<file path="src/rtl/message_packer_pkg.sv">
// rtl/message_packer_pkg.sv - shared message framing definitions for the packer and related message blocks
package message_packer_pkg;

    typedef enum logic {
        ST_IDLE = 1'b0,
        ST_BODY = 1'b1
    } state_t;

    localparam int DEFAULT_N_SLICES    = 2;
    localparam int DEFAULT_WIDTH       = 32;
    localparam int DEFAULT_LOG_MAX_LEN = 8;

    // Header marker is always the top bit of a message word.
    function automatic int hdr_bit(input int width);
        return width - 1;
    endfunction

    function automatic int ptr_width(input int n_slices);
        return (n_slices > 1) ? $clog2(n_slices) : 1;
    endfunction

endpackage

</file>
<file path="src/rtl/message_packer_if.sv">
// rtl/message_packer_if.sv - word-in / packed-group-out bus of the message packer
interface message_packer_if #(
    parameter int WIDTH    = 32,
    parameter int N_SLICES = 2
);
    logic [WIDTH-1:0]          in_data;
    logic                      in_nd;
    logic [WIDTH*N_SLICES-1:0] out_data;
    logic                      out_nd;
    logic                      error;

    modport master (output in_data, in_nd, input out_data, out_nd, error);
    modport slave  (input in_data, in_nd, output out_data, out_nd, error);
endinterface

</file>
<file path="src/rtl/message_packer.sv">
// rtl/message_packer.sv - packs header+payload messages into N_SLICES-word groups, toggle strobe out
module message_packer
    import message_packer_pkg::*;
#(
    parameter int N_SLICES    = DEFAULT_N_SLICES,
    parameter int WIDTH       = DEFAULT_WIDTH,
    parameter int LOG_MAX_LEN = DEFAULT_LOG_MAX_LEN
) (
    input  logic           clk,
    input  logic           rst,
    message_packer_if.slave bus
);

    localparam int HDR_POS = hdr_bit(WIDTH);
    localparam int PTR_W   = ptr_width(N_SLICES);
    localparam logic [PTR_W-1:0] LAST_SLOT = PTR_W'(N_SLICES - 1);

    state_t                         state, state_next;
    logic [PTR_W-1:0]               ptr, ptr_next;
    logic [LOG_MAX_LEN-1:0]         remaining, remaining_next;
    logic [N_SLICES-1:0][WIDTH-1:0] bank;
    logic [N_SLICES-1:0][WIDTH-1:0] group;
    logic                           write;
    logic                           close;
    logic                           set_error;

    always_comb begin
        state_next     = state;
        ptr_next       = ptr;
        remaining_next = remaining;
        write          = 1'b0;
        close          = 1'b0;
        set_error      = 1'b0;
        case (state)
            ST_IDLE: begin
                if (bus.in_nd) begin
                    if (bus.in_data[HDR_POS]) begin
                        write          = 1'b1;
                        remaining_next = bus.in_data[LOG_MAX_LEN-1:0];
                        if (remaining_next == '0) begin
                            close = 1'b1;
                        end else begin
                            state_next = ST_BODY;
                        end
                    end else begin
                        set_error = 1'b1;
                    end
                end
            end
            ST_BODY: begin
                // Payload words are taken verbatim; the top bit has no meaning here.
                if (bus.in_nd) begin
                    write          = 1'b1;
                    remaining_next = remaining - LOG_MAX_LEN'(1);
                    if (remaining == LOG_MAX_LEN'(1)) begin
                        close      = 1'b1;
                        state_next = ST_IDLE;
                    end
                end
            end
            default: state_next = ST_IDLE;
        endcase
        if (write && ptr == LAST_SLOT) begin
            close = 1'b1;
        end
        if (close) begin
            ptr_next = '0;
        end else if (write) begin
            ptr_next = ptr + PTR_W'(1);
        end
    end

    // Closing group: earlier slots from the bank, current word in its slot, rest zero.
    always_comb begin
        group = '0;
        for (int i = 0; i < N_SLICES; i++) begin
            if (PTR_W'(i) < ptr) begin
                group[i] = bank[i];
            end else if (PTR_W'(i) == ptr) begin
                group[i] = bus.in_data;
            end else begin
                group[i] = '0;
            end
        end
    end

    always_ff @(posedge clk) begin
        if (rst) begin
            state        <= ST_IDLE;
            ptr          <= '0;
            remaining    <= '0;
            bank         <= '0;
            bus.out_data <= '0;
            bus.out_nd   <= 1'b0;
            bus.error    <= 1'b0;
        end else begin
            state     <= state_next;
            ptr       <= ptr_next;
            remaining <= remaining_next;
            if (write) begin
                bank[ptr] <= bus.in_data;
            end
            if (close) begin
                bus.out_data <= group;
                bus.out_nd   <= ~bus.out_nd;
            end
            if (set_error) begin
                bus.error <= 1'b1;
            end
        end
    end

endmodule

</file>
<file path="src/flat_wrapper.sv">
// flat-port wrapper written by rule: the top's interface ports become plain ports
module message_packer_flat import message_packer_pkg::*;
#(
    parameter int N_SLICES    = DEFAULT_N_SLICES,
    parameter int WIDTH       = DEFAULT_WIDTH,
    parameter int LOG_MAX_LEN = DEFAULT_LOG_MAX_LEN
)
  (clk, rst, bus_in_data, bus_in_nd, bus_out_data, bus_out_nd, bus_error);
  message_packer_if #(.WIDTH(WIDTH), .N_SLICES(N_SLICES)) bus_i ();
  input  logic clk;
  input  logic rst;
  input wire logic [$bits(bus_i.in_data)-1:0] bus_in_data;
  input wire logic [$bits(bus_i.in_nd)-1:0] bus_in_nd;
  output wire logic [$bits(bus_i.out_data)-1:0] bus_out_data;
  output wire logic [$bits(bus_i.out_nd)-1:0] bus_out_nd;
  output wire logic [$bits(bus_i.error)-1:0] bus_error;
  assign bus_i.in_data = bus_in_data;
  assign bus_i.in_nd = bus_in_nd;
  assign bus_out_data = bus_i.out_data;
  assign bus_out_nd = bus_i.out_nd;
  assign bus_error = bus_i.error;
  message_packer #(.N_SLICES(N_SLICES), .WIDTH(WIDTH), .LOG_MAX_LEN(LOG_MAX_LEN)) u_core (.clk(clk), .rst(rst), .bus(bus_i));
endmodule
</file>
<file path="config.mk">
export PLATFORM = sky130hd
export DESIGN_NAME = message_packer_flat
export DESIGN_NICKNAME = d
export VERILOG_FILES = /design/src/rtl/message_packer_pkg.sv /design/src/rtl/message_packer_if.sv /design/src/rtl/message_packer.sv /design/src/flat_wrapper.sv
export SDC_FILE = /design/constraint.sdc
export NUM_CORES = 1
export LEC_CHECK = 0
export CORE_MARGIN = 1
export CORE_UTILIZATION = 50
export DETAILED_ROUTE_END_ITERATION = 7
export PLACE_DENSITY = 0.9
export SYNTH_ARGS = -nofsm -noshare
export SYNTH_HDL_FRONTEND = slang
export SYNTH_SLANG_ARGS = --single-unit
</file>
<file path="constraint.sdc">
create_clock -name clk -period 3.1 [get_ports clk]
set_input_delay 0.62 -clock clk [delete_from_list [all_inputs] [get_ports clk]]
set_output_delay 0.62 -clock clk [all_outputs]
set_load 0.05 [all_outputs]
</file>
==> results.txt <==
The clock sink total is about 110. The effective utilization at floorplan is about 52%. During I/O placement, the number of pins put on the boundary was 101. The H-tree was split into 3 levels.

The count of flip-flops with a built-in enable after synthesis came out at 0. In the synthesized netlist the dominant register cell turns out to be sky130_fd_sc_hd__dfxtp_1. The worst setup path is of the input port to flip-flop kind. In this run the critical register-to-register path is captured at u_core.bus.out_data[2]$_SDFFE_PP0P_. The count of cells resized by post-cts repair is 0.

The number of vias after detailed routing came out at 4265. Sequential elements use approximately 47% of the synthesized area. The combined global-route utilization of all metal layers came out at a little over a quarter. The remaining global-route overflow came out at 0. The count of cells in the finished layout, fillers not included, comes to ~710.

The critical path data required time is around 3300 ps. The startpoint identified for the worst register-to-register timing path is u_core.state$_SDFF_PP0_. The number of maximum-capacitance violations is 0. The count of cell types in the netlist came out at 42. Including well taps, the total number of placed cells is between 600 and 700. The worst reg2reg path depth is 5. The count of routing violations after the opening detailed-route iteration is roughly 360. The final count of negative-setup-slack endpoints came out at 0.

For the finished layout, the period the worst path requires is between 2000 and 3000 ps. The first detailed-routing pass ran for 7 iterations. Adding up every negative setup slack in the final design gives 0 ps. The worst setup path is captured at a flip-flop.

The maximum fanout count along the critical path is 33. The number of antenna violations at the first check in global routing is 0. The number of hold-slack violations in the final timing report is 0. The run finished, with violations left. The async set-or-reset flop fraction in the synthesized netlist is 0%.

The floorplan step set the die height to 98.0 um. The post-route DRC violation count is 7. The number of storage elements in the synthesis netlist is between 100 and 150. The total of buffers placed on input and output ports is 100.

The worst pin sits at a relative slew slack of between 20% and 30%. The startpoint identified for the worst hold timing path is u_core.bank[13]$_SDFFE_PP0N_. The largest net degree at the start of global routing came out at approximately 110.

Along the worst hold path, the cell count comes to 2. On the final layout, the worst clock skew is approximately 23 ps. Dividing total power by cell area gives a power density of between 400 and 500 nW/um2. From left edge to right edge, the die measures a little under 100 um.

The sum of routed wire length over all layers came out at ~12000 um. STA classifies the critical path startpoint as an input port. The post-CTS setup repair buffer count came out at 0.

The synthesized netlist occupies a cell area of around 4600 um2. The fmax came out at between 0.3 and 0.4 GHz. The mean routed wirelength per cell came out at around 17 um. The static leakage power came out at ~0.0019 uW.

The most frequent standard cell in the layout excluding fill and tap cells is sky130_fd_sc_hd__dfxtp_1. Clock-pin slew was measured on the worst setup and hold paths at between 100 and 150 ps. Cells with a size suffix above 1 make up around 7% of the layout.

The final reports fail on design-rule violations. The number of hold buffers added after CTS came out at 0. The weighted congestion at the end of routability-driven global placement is just over 0.9. The layout net count is approximately 640.

The synthesis warning total came out at 0. The setup slack of the most critical reg-to-reg path is around 740 ps. The worst hold endpoint is u_core.bank[13]$_SDFFE_PP0N_.

Setup repair after global routing left no endpoint under its margin. Averaged over all synthesized cells, the footprint is slightly below 9 um2. The via count normalized by instance count is 5.98.

The final count of pins violating max slew came out at 0. In this run the clock root is driven by a sky130_fd_sc_hd__clkbuf_8. The number of global-route vias before repair is approximately 4000. The highest ir drop seen on vdd is 0.309 mV. The die footprint is between 9000 and 10000 um2. The final antenna diode count came out at 0. The final cycle utilization of the critical path came out at roughly 83%. The filler cell count in the final layout is slightly below 700. The maximum clock insertion buffer count came out at 2. The number of nets handed over by synthesis was about 570. Leaving out fill and tap cells, the most frequent cells in the layout are sky130_fd_sc_hd__dfxtp_1 (107), sky130_fd_sc_hd__clkdlybuf4s50_1 (99), sky130_fd_sc_hd__nand2_1 (74). In this run the worst hold path is classified as flip-flop to flip-flop. The synthesized instance count came out at roughly 530.

The clock buffer count from CTS came out at 9. For the worst-skew pair, the clock arrives at the later sink with an insertion delay of between 300 and 400 ps. The TritonCTS clock tree is yes.

The worst path arrival time came out at roughly 2800 ps. The global-route wire length before repair came out at roughly 20000 um. The number of nets still failing antenna checks after routing came out at 0. The area growth from synthesis to layout is 26.5%. Once detailed placement completed, the half-perimeter wirelength came to between 7000 and 8000 um. The floorplan row count is 34. The standard cell core area came out at ~8800 um2. The actual slew at the worst max-slew pin came out at 1070 ps.
-- worst max-delay path, cell delays in order --
cell and delay, ps:
sky130_fd_sc_hd__clkdlybuf4s50_1 540, sky130_fd_sc_hd__nor4_1 610, sky130_fd_sc_hd__a32oi_2 400, sky130_fd_sc_hd__nand2_4 430
sky130_fd_sc_hd__a211oi_1 150
-- synthesized netlist by cell type (2+ instances only) --
cell,instances,share of area [%]
sky130_fd_sc_hd__a21o_1,2,0.33
sky130_fd_sc_hd__o21ai_0,3,0.33
sky130_fd_sc_hd__nor2b_1,2,0.27
sky130_fd_sc_hd__inv_1,5,0.41
sky130_fd_sc_hd__buf_4,3,0.49
sky130_fd_sc_hd__a211oi_1,33,5.4
sky130_fd_sc_hd__buf_1,3,0.24
sky130_fd_sc_hd__ha_1,2,0.54
sky130_fd_sc_hd__nor3_1,41,4.5
sky130_fd_sc_hd__nor4_1,4,0.54
sky130_fd_sc_hd__or2_2,2,0.27
sky130_fd_sc_hd__mux2i_1,32,7.0
sky130_fd_sc_hd__dfxtp_1,108,47
sky130_fd_sc_hd__a31oi_1,4,0.54
sky130_fd_sc_hd__o21a_1,2,0.33
sky130_fd_sc_hd__buf_6,6,1.5
sky130_fd_sc_hd__nand3b_1,2,0.33
sky130_fd_sc_hd__o211ai_1,33,5.4
sky130_fd_sc_hd__a21oi_1,68,7.4
sky130_fd_sc_hd__clkbuf_1,35,2.9
sky130_fd_sc_hd__buf_2,7,0.76
sky130_fd_sc_hd__nor2_1,7,0.57
sky130_fd_sc_hd__nand2b_1,2,0.27
sky130_fd_sc_hd__nand3_1,32,3.5
sky130_fd_sc_hd__nand2_1,74,6.0
-- cell type report --
cell class	count	area, um2	area share (%)
clock inverter	7	87.6	1.50
sequential	108	2170	37.2
tap	108	135	2.32
timing repair buffer	114	1130	19.4
multi-input combinational	362	2170	37.2
inverter	5	18.8	0.322
clock buffer	9	124	2.13
-- metal layers --
layer,GRT usage [%],up-vias,part of all wire [%]
li1,-,2052,-
met1,33.3,1988,43
met2,43.1,195,48
met3,5.01,30,7.1
met4,11.7,0,2.2
met5,0,-,0
-- per-stage QoR --
| stage | area [um2] | util [%] | total power (uW) | hold slack, ps | worst slack [ps] |
|---|---|---|---|---|---|
| after floorplan | 4610 | - | 1850 | 436 | 1060 |
| after global placement | 5620 | 63.8 | 2020 | 441 | 327 |
| after detailed placement | 5620 | 63.8 | 2030 | 446 | 185 |
| after CTS | 5830 | 66.2 | 2910 | 460 | 587 |
| after global routing | 5830 | 66.2 | 3020 | 475 | 421 |
| final | 5830 | 66.2 | 2900 | 460 | 538 |
-- report_power, final --
group | switching [uW] | total [uW] | internal (uW)
logic | 308 | 502 | 194
clock network | 508 | 894 | 386
registers | 57.5 | 1510 | 1450
-- kinds of logic (layout without fill, tap and decap cells) --
group | after synthesis | after routing | share of synthesized area [%]
AOI/OAI and AO/OA | 154 | 154 | 21.2
adders and majority gates | 2 | 2 | 0.543
buffers and inverters | 59 | 135 | 6.22
DFF | 108 | 108 | 46.9
muxes | 33 | 33 | 7.20
and+or+nand+nor | 173 | 173 | 17.9
-- state kept, by name, summed over array words and instances, names as in the netlist --
| register | count |
|---|---|
| u_core.bus.out_data | 64 |
| u_core.bank | 32 |
| u_core.remaining | 8 |
| u_core.bus.error | 1 |
| u_core.bus.out_nd | 1 |
| u_core.ptr | 1 |
| u_core.state | 1 |
-- worst max path at each step --
stage / from / endpoint / slack (ps) / cells after the start
finish: bus_in_data[7] / u_core.bus.out_data[2]$_SDFFE_PP0P_ / 540 / 5
global route: bus_in_data[7] / u_core.bus.out_data[28]$_SDFFE_PP0P_ / 420 / 5
CTS: bus_in_data[7] / u_core.bus.out_data[30]$_SDFFE_PP0P_ / 590 / 5
detailed placement: bus_in_data[7] / u_core.bus.out_data[22]$_SDFFE_PP0P_ / 190 / 5
global placement: bus_in_data[7] / u_core.bus.out_data[17]$_SDFFE_PP0P_ / 330 / 5
floorplan: bus_in_data[31] / u_core.bus.out_data[34]$_SDFFE_PP0P_ / 1060 / 6
No activity file was read; power rests on OpenSTA's default activity.
